$ cat src/rtl/posture_th_monitor.sv
// Per-pixel y/angle threshold flags (2-cycle pipeline) with per-frame violation counts and debounced alarms.
// Build option: define ANGLE_EXCL_EN to enable the angle exclusion-value compare.
module posture_th_monitor #(
    parameter int Y_DATA_WID     = 11,
    parameter int ANGLE_DATA_WID = 7,
    parameter int TH_WID         = 11,
    parameter int CNT_WID        = 20,
    parameter int PERSIST        = 3
) (
    input  logic                      clk,
    input  logic                      rst,
    input  logic [Y_DATA_WID-1:0]     y_data,
    input  logic [ANGLE_DATA_WID-1:0] angle_data,
    input  logic [TH_WID-1:0]         y_min,
    input  logic [TH_WID-1:0]         y_max,
    input  logic [TH_WID-1:0]         angle_th,
    input  logic [TH_WID-1:0]         angle_excl,
    input  logic [CNT_WID-1:0]        pix_cnt_th,
    input  logic                      vs_in,
    input  logic                      de_in,
    output logic                      y_th_flag,
    output logic                      angle_th_flag,
    output logic                      vs_out,
    output logic                      de_out,
    output logic [CNT_WID-1:0]        y_frame_cnt,
    output logic [CNT_WID-1:0]        ang_frame_cnt,
    output logic                      y_alarm,
    output logic                      angle_alarm,
    output logic                      frame_done
);

    localparam int YC_W = (Y_DATA_WID > TH_WID) ? Y_DATA_WID : TH_WID;
    localparam int AC_W = (ANGLE_DATA_WID > TH_WID) ? ANGLE_DATA_WID : TH_WID;
    localparam logic [CNT_WID-1:0] CNT_MAX     = {CNT_WID{1'b1}};
    localparam logic [3:0]         PERSIST_MAX = 4'(PERSIST);

    typedef enum logic [1:0] {
        WAIT_VS = 2'd0,
        COUNT   = 2'd1,
        EVAL    = 2'd2
    } state_t;

    function automatic logic [CNT_WID-1:0] sat_add(input logic [CNT_WID-1:0] cnt,
                                                   input logic inc);
        if (inc && (cnt != CNT_MAX)) begin
            return cnt + CNT_WID'(1);
        end
        return cnt;
    endfunction

    function automatic logic [3:0] persist_next(input logic [3:0] p, input logic over);
        if (!over) begin
            return 4'd0;
        end
        if (p >= PERSIST_MAX) begin
            return PERSIST_MAX;
        end
        return p + 4'd1;
    endfunction

    logic [Y_DATA_WID-1:0]     y_s1_q;
    logic [ANGLE_DATA_WID-1:0] ang_s1_q;
    logic [TH_WID-1:0]         ymin_s1_q;
    logic [TH_WID-1:0]         ymax_s1_q;
    logic [TH_WID-1:0]         ath_s1_q;
    logic                      de_s1_q;
    logic                      vs_s1_q;
`ifdef ANGLE_EXCL_EN
    logic [TH_WID-1:0]         aex_s1_q;
    logic [AC_W-1:0]           aex_ext;
`else
    logic                      excl_unused;
    assign excl_unused = ^angle_excl;
`endif

    logic [YC_W-1:0] y_ext, ymin_ext, ymax_ext;
    logic [AC_W-1:0] ang_ext, ath_ext;
    logic            y_flag_d, ang_flag_d;

    logic            y_flag_q, ang_flag_q, vs_s2_q, de_s2_q;

    state_t             state_q;
    logic               vs_prev_q;
    logic               vs_rise;
    logic [CNT_WID-1:0] y_cnt_q, ang_cnt_q;
    logic [CNT_WID-1:0] y_fcnt_q, ang_fcnt_q;
    logic [3:0]         y_pers_q, ang_pers_q;
    logic [3:0]         y_pers_d, ang_pers_d;
    logic               y_alarm_q, ang_alarm_q, frame_done_q;

    // Stage 1: register pixel data, sync and the live thresholds
    always_ff @(posedge clk or posedge rst) begin
        if (rst) begin
            y_s1_q    <= '0;
            ang_s1_q  <= '0;
            ymin_s1_q <= '0;
            ymax_s1_q <= '0;
            ath_s1_q  <= '0;
            de_s1_q   <= 1'b0;
            vs_s1_q   <= 1'b0;
`ifdef ANGLE_EXCL_EN
            aex_s1_q  <= '0;
`endif
        end else begin
            y_s1_q    <= y_data;
            ang_s1_q  <= angle_data;
            ymin_s1_q <= y_min;
            ymax_s1_q <= y_max;
            ath_s1_q  <= angle_th;
            de_s1_q   <= de_in;
            vs_s1_q   <= vs_in;
`ifdef ANGLE_EXCL_EN
            aex_s1_q  <= angle_excl;
`endif
        end
    end

    // Stage 2: compare in a common zero-extended width; an inverted y window flags every pixel
    always_comb begin
        y_ext    = YC_W'(y_s1_q);
        ymin_ext = YC_W'(ymin_s1_q);
        ymax_ext = YC_W'(ymax_s1_q);
        ang_ext  = AC_W'(ang_s1_q);
        ath_ext  = AC_W'(ath_s1_q);
        y_flag_d = de_s1_q & ((y_ext < ymin_ext) | (y_ext > ymax_ext));
`ifdef ANGLE_EXCL_EN
        aex_ext    = AC_W'(aex_s1_q);
        ang_flag_d = de_s1_q & ((ang_ext > ath_ext) | (ang_ext == aex_ext));
`else
        ang_flag_d = de_s1_q & (ang_ext > ath_ext);
`endif
    end

    always_ff @(posedge clk or posedge rst) begin
        if (rst) begin
            y_flag_q   <= 1'b0;
            ang_flag_q <= 1'b0;
            vs_s2_q    <= 1'b0;
            de_s2_q    <= 1'b0;
        end else begin
            y_flag_q   <= y_flag_d;
            ang_flag_q <= ang_flag_d;
            vs_s2_q    <= vs_s1_q;
            de_s2_q    <= de_s1_q;
        end
    end

    // Frame control: driven by the stage-2 stream so counts line up with the visible flags
    assign vs_rise = vs_s2_q & ~vs_prev_q;

    always_comb begin
        y_pers_d   = persist_next(y_pers_q, y_cnt_q > pix_cnt_th);
        ang_pers_d = persist_next(ang_pers_q, ang_cnt_q > pix_cnt_th);
    end

    always_ff @(posedge clk or posedge rst) begin
        if (rst) begin
            state_q      <= WAIT_VS;
            vs_prev_q    <= 1'b0;
            y_cnt_q      <= '0;
            ang_cnt_q    <= '0;
            y_fcnt_q     <= '0;
            ang_fcnt_q   <= '0;
            y_pers_q     <= 4'd0;
            ang_pers_q   <= 4'd0;
            y_alarm_q    <= 1'b0;
            ang_alarm_q  <= 1'b0;
            frame_done_q <= 1'b0;
        end else begin
            vs_prev_q    <= vs_s2_q;
            frame_done_q <= 1'b0;
            unique case (state_q)
                WAIT_VS: begin
                    if (vs_rise) begin
                        state_q   <= COUNT;
                        y_cnt_q   <= '0;
                        ang_cnt_q <= '0;
                    end
                end
                COUNT: begin
                    y_cnt_q   <= sat_add(y_cnt_q, y_flag_q);
                    ang_cnt_q <= sat_add(ang_cnt_q, ang_flag_q);
                    if (vs_rise) begin
                        state_q <= EVAL;
                    end
                end
                EVAL: begin
                    y_fcnt_q     <= y_cnt_q;
                    ang_fcnt_q   <= ang_cnt_q;
                    y_pers_q     <= y_pers_d;
                    ang_pers_q   <= ang_pers_d;
                    y_alarm_q    <= (y_pers_d == PERSIST_MAX);
                    ang_alarm_q  <= (ang_pers_d == PERSIST_MAX);
                    frame_done_q <= 1'b1;
                    // The flag seen during this cycle already belongs to the new frame
                    y_cnt_q      <= CNT_WID'(y_flag_q);
                    ang_cnt_q    <= CNT_WID'(ang_flag_q);
                    state_q      <= COUNT;
                end
                default: begin
                    state_q <= WAIT_VS;
                end
            endcase
        end
    end

    assign y_th_flag     = y_flag_q;
    assign angle_th_flag = ang_flag_q;
    assign vs_out        = vs_s2_q;
    assign de_out        = de_s2_q;
    assign y_frame_cnt   = y_fcnt_q;
    assign ang_frame_cnt = ang_fcnt_q;
    assign y_alarm       = y_alarm_q;
    assign angle_alarm   = ang_alarm_q;
    assign frame_done    = frame_done_q;

endmodule

$ cat config.mk
export PLATFORM = sky130hd
export DESIGN_NAME = posture_th_monitor
export DESIGN_NICKNAME = d
export VERILOG_FILES = /design/src/rtl/posture_th_monitor.sv
export SDC_FILE = /design/constraint.sdc
export NUM_CORES = 1
export LEC_CHECK = 0
export CAP_MARGIN = 20
export CORE_MARGIN = 3
export CORE_UTILIZATION = 50
export CTS_BUF_LIST = sky130_fd_sc_hd__clkbuf_2 sky130_fd_sc_hd__clkbuf_4 sky130_fd_sc_hd__clkbuf_8
export DETAILED_ROUTE_END_ITERATION = 8
export GPL_TIMING_DRIVEN = 0
export HOLD_SLACK_MARGIN = 0.06
export PLACE_DENSITY = 0.76
export SYNTH_ARGS = -nofsm -noshare
export SYNTH_HDL_FRONTEND = slang
export SYNTH_SLANG_ARGS = --single-unit
$ cat constraint.sdc
create_clock -name clk -period 7.9 [get_ports clk]
set_input_delay 1.58 -clock clk [delete_from_list [all_inputs] [get_ports clk]]
set_output_delay 1.58 -clock clk [all_outputs]
set_load 0.05 [all_outputs]
==> out/results.ini, run 1 <==
[status]
status=complete, no violations

[sta]
fin_crit_ns=3.55
max_freq_ghz=0.282
grt_setup_unrepaired=no
hold_viol_final=0
fin_crit_sh_pct=44.9
tightest_slew_ns=0.717
skew_ns=0.0204
setup_viol=0
tns_ns=0
slew_viol_final=0
slew_headroom_pct=51.8

[yosys]
syn_inst=697
synth-seq-area-share_pct=49.4
synth-main-ff-cell=dfrtp_1
synth_async_sr_flop_share_pct=100
synth_edf_count=0
synth.avg_cell_area_um2=11.0
synth_area_mm2=0.00765
ys_seq_elements=151
synth.distinct_cells=57
yosysWarnings=0
synthesis.nets=860

[global_route]
grt_pass1_wl_mm=30.0
grt_pass1_vias=6249
antenna_found_initial=0
grtUsageTotal_pct=22.6
overflow=0
grt_max_degree=109

[finish]
final_area_mm2=0.00950
area_growth_pct=24.2
num-fill-cells=1154
nets=1001
final_common_cell=dfrtp_1
drive_gt1_share_pct=12.8
layout_common_cells=151 x dfrtp_1, 121 x clkdlybuf4s50_1, 77 x ha_1
fin_util_pct=64.4
insertedDiodeCount=0
fin_cells=1033

[flow_run]
maxCapViolCount=0

[route]
ant_nets=0
drt_pass1_iterations=5
drcViolationCount=0
routedWlPerCell_um=17.5
drt-vias-per-instance=5.75
wl_mm=18.1
vias=5936
drt_iter0_drc=351

[power]
power.leakage_nw=4.45
power_mw=1.91
irDropWorstVdd_uv=121
powerDensity_mw_per_mm2=201

[floorplan]
die_x_um=130
initial_utilization_pct=51.8
design.die.area_mm2=0.0168
dieHeight_um=130
io_pins=133
coreArea_mm2=0.0148
rows=44

[critical_path]
critPathRequiredTime_ns=8.25
regToRegStartpoint=state_q[0]
start_kind=input pin
worstPathMaxFanout=3
path_class=in -> reg
critical_path_arrival_ns=3.90
end_kind=register
startpoint=pix_cnt_th[19]

[place]
io_buffers=121
place_area_mm2=0.00912
place.gp.congestion=0.855
placed_cells=1003
place_hpwl_mm=13.5

[cts]
cts_htree_levels=4
clk_latency_ns=0.47
post_cts_buffers=0
cts-root-buf=clkbuf_8
ctsResizeCount=0
cts_hold_buf=0
cts_made_buffers=17
cts_tree=done
cts_sinks=151
cts_buffer_depth=2
cts.clk_slew.worst_paths_ns=0.07

[hold_path]
min_path_type=reg -> reg
min_from=vs_s1_q

-- flip-flops by register name, indices dropped and copies added, names as in the netlist, 2 cells and up --
name	cells
ang_pers_q	4
y_cnt_q	20
y_pers_q	4
ang_frame_cnt	20
ymin_ext	11
ang_cnt_q	20
y_frame_cnt	20
ang_s1_q	7
state_q	2
ath_ext	11
y_ext	11
ymax_ext	11
-- kinds of logic (layout without fill, tap and decap cells) --
group,after synthesis,in the layout,share of synthesized area [%]
AO/OA/AOI/OAI,165,165,14.0
adder cells (fa/ha/maj),77,77,12.6
buffers and inverters,89,241,4.91
flip-flops,151,151,49.4
multiplexers,41,41,6.04
AND/OR/NAND/NOR,174,174,13.0
-- through the flow --
step	hold WS [ns]	setup WS (ns)
floorplan	0.331	2.26
global placement	0.335	0.533
CTS	0.354	4.41
finish	0.351	4.35
detailed placement	0.335	3.92
global route	0.360	4.11
-- cell type report --
class	instances	area, µm²	share of cell area [%]
Buffer	22	124	1.30
Clock buffer	21	277	2.91
Clock inverter	9	103	1.08
Inverter	67	256	2.70
Multi-Input combinational cell	457	3490	36.8
Sequential cell	151	3780	39.8
Tap cell	184	230	2.42
Timing Repair Buffer	122	1240	13.0
-- worst paths after layout --
path	to	slack, ns	cells past startpoint
worst max-delay path	y_pers_q[0]	4.35	8
worst min-delay path	vs_out	0.35	0
worst max register to register	ang_cnt_q[11]	5.05	8
worst min register to register	vs_out	0.35	0
max in group asynchronous	y_cnt_q[18]	5.55	3
min in group asynchronous	ang_frame_cnt[2]	1.50	2
-- power breakdown --
group / total (mW) / switching [mW] / internal [mW]
clock network: 0.574 / 0.276 / 0.299
logic: 0.498 / 0.306 / 0.192
registers: 0.835 / 0.0307 / 0.804
-- layer usage --
metal	wire length, µm	track usage [%]	vias to the layer above	part of all wire (%)
li1	-	-	2801	-
met3	1420	6.97	33	7.8
met2	8890	37.4	224	49
met4	340	8.92	0	1.9
met1	7420	27.9	2878	41
met5	0	0	-	0
-- cells in the mapped netlist (7+ instances only) --
cell	count	area share, %
ha_1	77	13
nor2b_1	10	0.82
a21oi_1	39	2.6
o21ai_0	55	3.6
inv_1	67	3.3
clkbuf_1	7	0.34
nand4_1	15	1.2
o32ai_1	7	0.80
nor4_1	9	0.74
nand2_1	51	2.5
nand3_1	24	1.6
mux2_2	41	6.0
o31ai_1	11	1.1
buf_2	7	0.46
nor2_1	22	1.1
a31oi_1	11	0.90
o31ai_2	9	1.5
dfrtp_1	151	49
-- critical path: stages --
cell	delay [ns]
clkdlybuf4s50_1	0.45
inv_1	0.06
ha_1	0.30
nand2_1	0.08
nor4_1	0.60
nand3_1	0.17
o2111a_1	0.32
o32ai_1	0.33
No activity file was read; power rests on OpenSTA's default activity.
==> run 2: changes to the inputs <==
--- a/config.mk
+++ b/config.mk
@@ -12,7 +12,7 @@
 export DETAILED_ROUTE_END_ITERATION = 8
 export GPL_TIMING_DRIVEN = 0
 export HOLD_SLACK_MARGIN = 0.06
-export PLACE_DENSITY = 0.76
+export PLACE_DENSITY = 0.79
 export SYNTH_ARGS = -nofsm -noshare
 export SYNTH_HDL_FRONTEND = slang
 export SYNTH_SLANG_ARGS = --single-unit
==> constraint.sdc (replaced) <==
create_clock -name clk -period 2.9 [get_ports clk]
set_input_delay 0.58 -clock clk [delete_from_list [all_inputs] [get_ports clk]]
set_output_delay 0.58 -clock clk [all_outputs]
set_load 0.05 [all_outputs]
==> run 2 against run 1 <==
Net effect: non-clock buffer count rose by 2; wire length rose by 1.2%; worst hold slack improved by 0.0064 ns; core utilization rose by 0.81 points; die area did not move; register-to-register slack got worse by 4.9 ns; power rose to 2.9 times the previous value; clock skew fell by 0.0066 ns; clock power rose to 3.2 times the previous value; first-iteration DRC count rose by 4.3%; sequential power rose to 2.7 times the previous value; sequential share of layout area fell by 0.50 points.
==> out/results.ini, run 2 (same netlist as run 1, synthesis figures left out) <==
[status]
status=complete, no violations

[sta]
max_freq_ghz=0.368
grt_setup_unrepaired=no
slew_viol_final=0
tns_ns=0
tightest_slew_ns=0.807
fin_crit_sh_pct=93.6
hold_viol_final=0
setup_viol=0
hold_ws_ns=0.358
slew_headroom_pct=46.1
skew_ns=0.0138
fin_ws_ns=0.186
fin_crit_ns=2.71

[global_route]
grt_util_met1_pct=28.2
grt_pass1_vias=6333
overflow=0
globalRouteMet3Util_pct=7.63
grt_max_degree=45
grt_pass1_wl_mm=30.3
grt-busiest-layer=met2
grtUsageTotal_pct=22.9
met2_usage_pct=37.3
antenna_found_initial=0

[floorplan]
die_x_um=130
coreArea_mm2=0.0148
dieHeight_um=130
design.die.area_mm2=0.0168
initial_utilization_pct=51.8
rows=44
io_pins=133

[route]
drcViolationCount=0
routedWlPerCell_um=17.6
drt_pass1_iterations=5
drt_iter0_drc=366
ant_nets=0
drt-vias-per-instance=5.69
vias=5896
wl_mm=18.3

[place]
place.gp.congestion=0.872
place_area_mm2=0.00915
placed_cells=1005
pre_cts_slack_ns=-0.136
io_buffers=121
place_hpwl_mm=13.9

[finish]
seqCellArea_mm2=0.00378
drive_gt1_share_pct=13.4
final_area_mm2=0.00962
layout_common_cells=151 x dfrtp_1, 121 x clkdlybuf4s50_1, 77 x ha_1
num-fill-cells=1131
area_growth_pct=25.8
fin_cells=1037
fin_util_pct=65.2
insertedDiodeCount=0
final_common_cell=dfrtp_1
multiInputGateArea_mm2=0.00349
nets=1003

[cts]
cts_buffer_depth=2
cts_hold_buf=0
cts.clk_slew.worst_paths_ns=0.08
clk_latency_ns=0.46
cts_htree_levels=4
ctsResizeCount=0
cts_made_buffers=17
cts-root-buf=clkbuf_8
cts_tree=done
post_cts_buffers=0
cts_sinks=151

[critical_path]
path_class=reg -> reg
critPathRequiredTime_ns=3.22
start_kind=register
end_kind=register
critical_path_arrival_ns=3.03
worstPathMaxFanout=10

[power]
power_mw=5.49
powerDensity_mw_per_mm2=571
irDropWorstVdd_uv=389
power.leakage_nw=4.50

[hold_path]
min_path_type=reg -> reg

[flow_run]
maxCapViolCount=0

==> run 2: cell types whose count changed in the layout (fill, tap and decap cells not counted), sizes merged <==
cell / before / now
clkinv: 7 / 3
bufinv: 2 / 5
clkinvlp: 0 / 3
buf: 15 / 17
==> run 2: cell type report <==
| class | count | area share, % |
|---|---|---|
| Sequential cell | 151 | 39.3 |
| Clock buffer | 21 | 2.81 |
| Buffer | 22 | 1.30 |
| Tap cell | 184 | 2.39 |
| Clock inverter | 11 | 2.04 |
| Multi-Input combinational cell | 457 | 36.3 |
| Inverter | 67 | 2.65 |
| Timing Repair Buffer | 124 | 13.2 |
==> run 2: per-layer routing <==
layer	vias to the layer above	wire length (µm)
met1	2846	7660
met3	32	1400
li1	2806	-
met5	-	0
met2	212	8820
met4	0	389
==> run 2: report_power, final <==
group          internal (mW)  switching [mW]
Clock                   1.08           0.782
Sequential              2.19          0.0779
Combinational          0.527           0.832
Total                   3.80            1.69
==> run 2: path summary, 6_finish.rpt <==
check	startpoint	end	slack, ns	depth (start not counted)
max	state_q[0]	y_cnt_q[8]	0.19	8
min	vs_s1_q	vs_out	0.36	0
max reg2reg	state_q[0]	y_cnt_q[8]	0.19	8
min reg2reg	vs_s1_q	vs_out	0.36	0
max in group asynchronous	rst	y_frame_cnt[4]	1.34	4
min in group asynchronous	rst	vs_s1_q	0.62	2
==> run 2: critical path, stage by stage, from the launching register on <==
cell and delay (ns):
dfrtp_1 0.43, inv_1 0.09, ha_1 0.34, nand2_1 0.25, clkbuf_1 0.50, clkbuf_1 0.55, a31oi_1 0.08, o21ai_0 0.21
o41ai_1 0.12
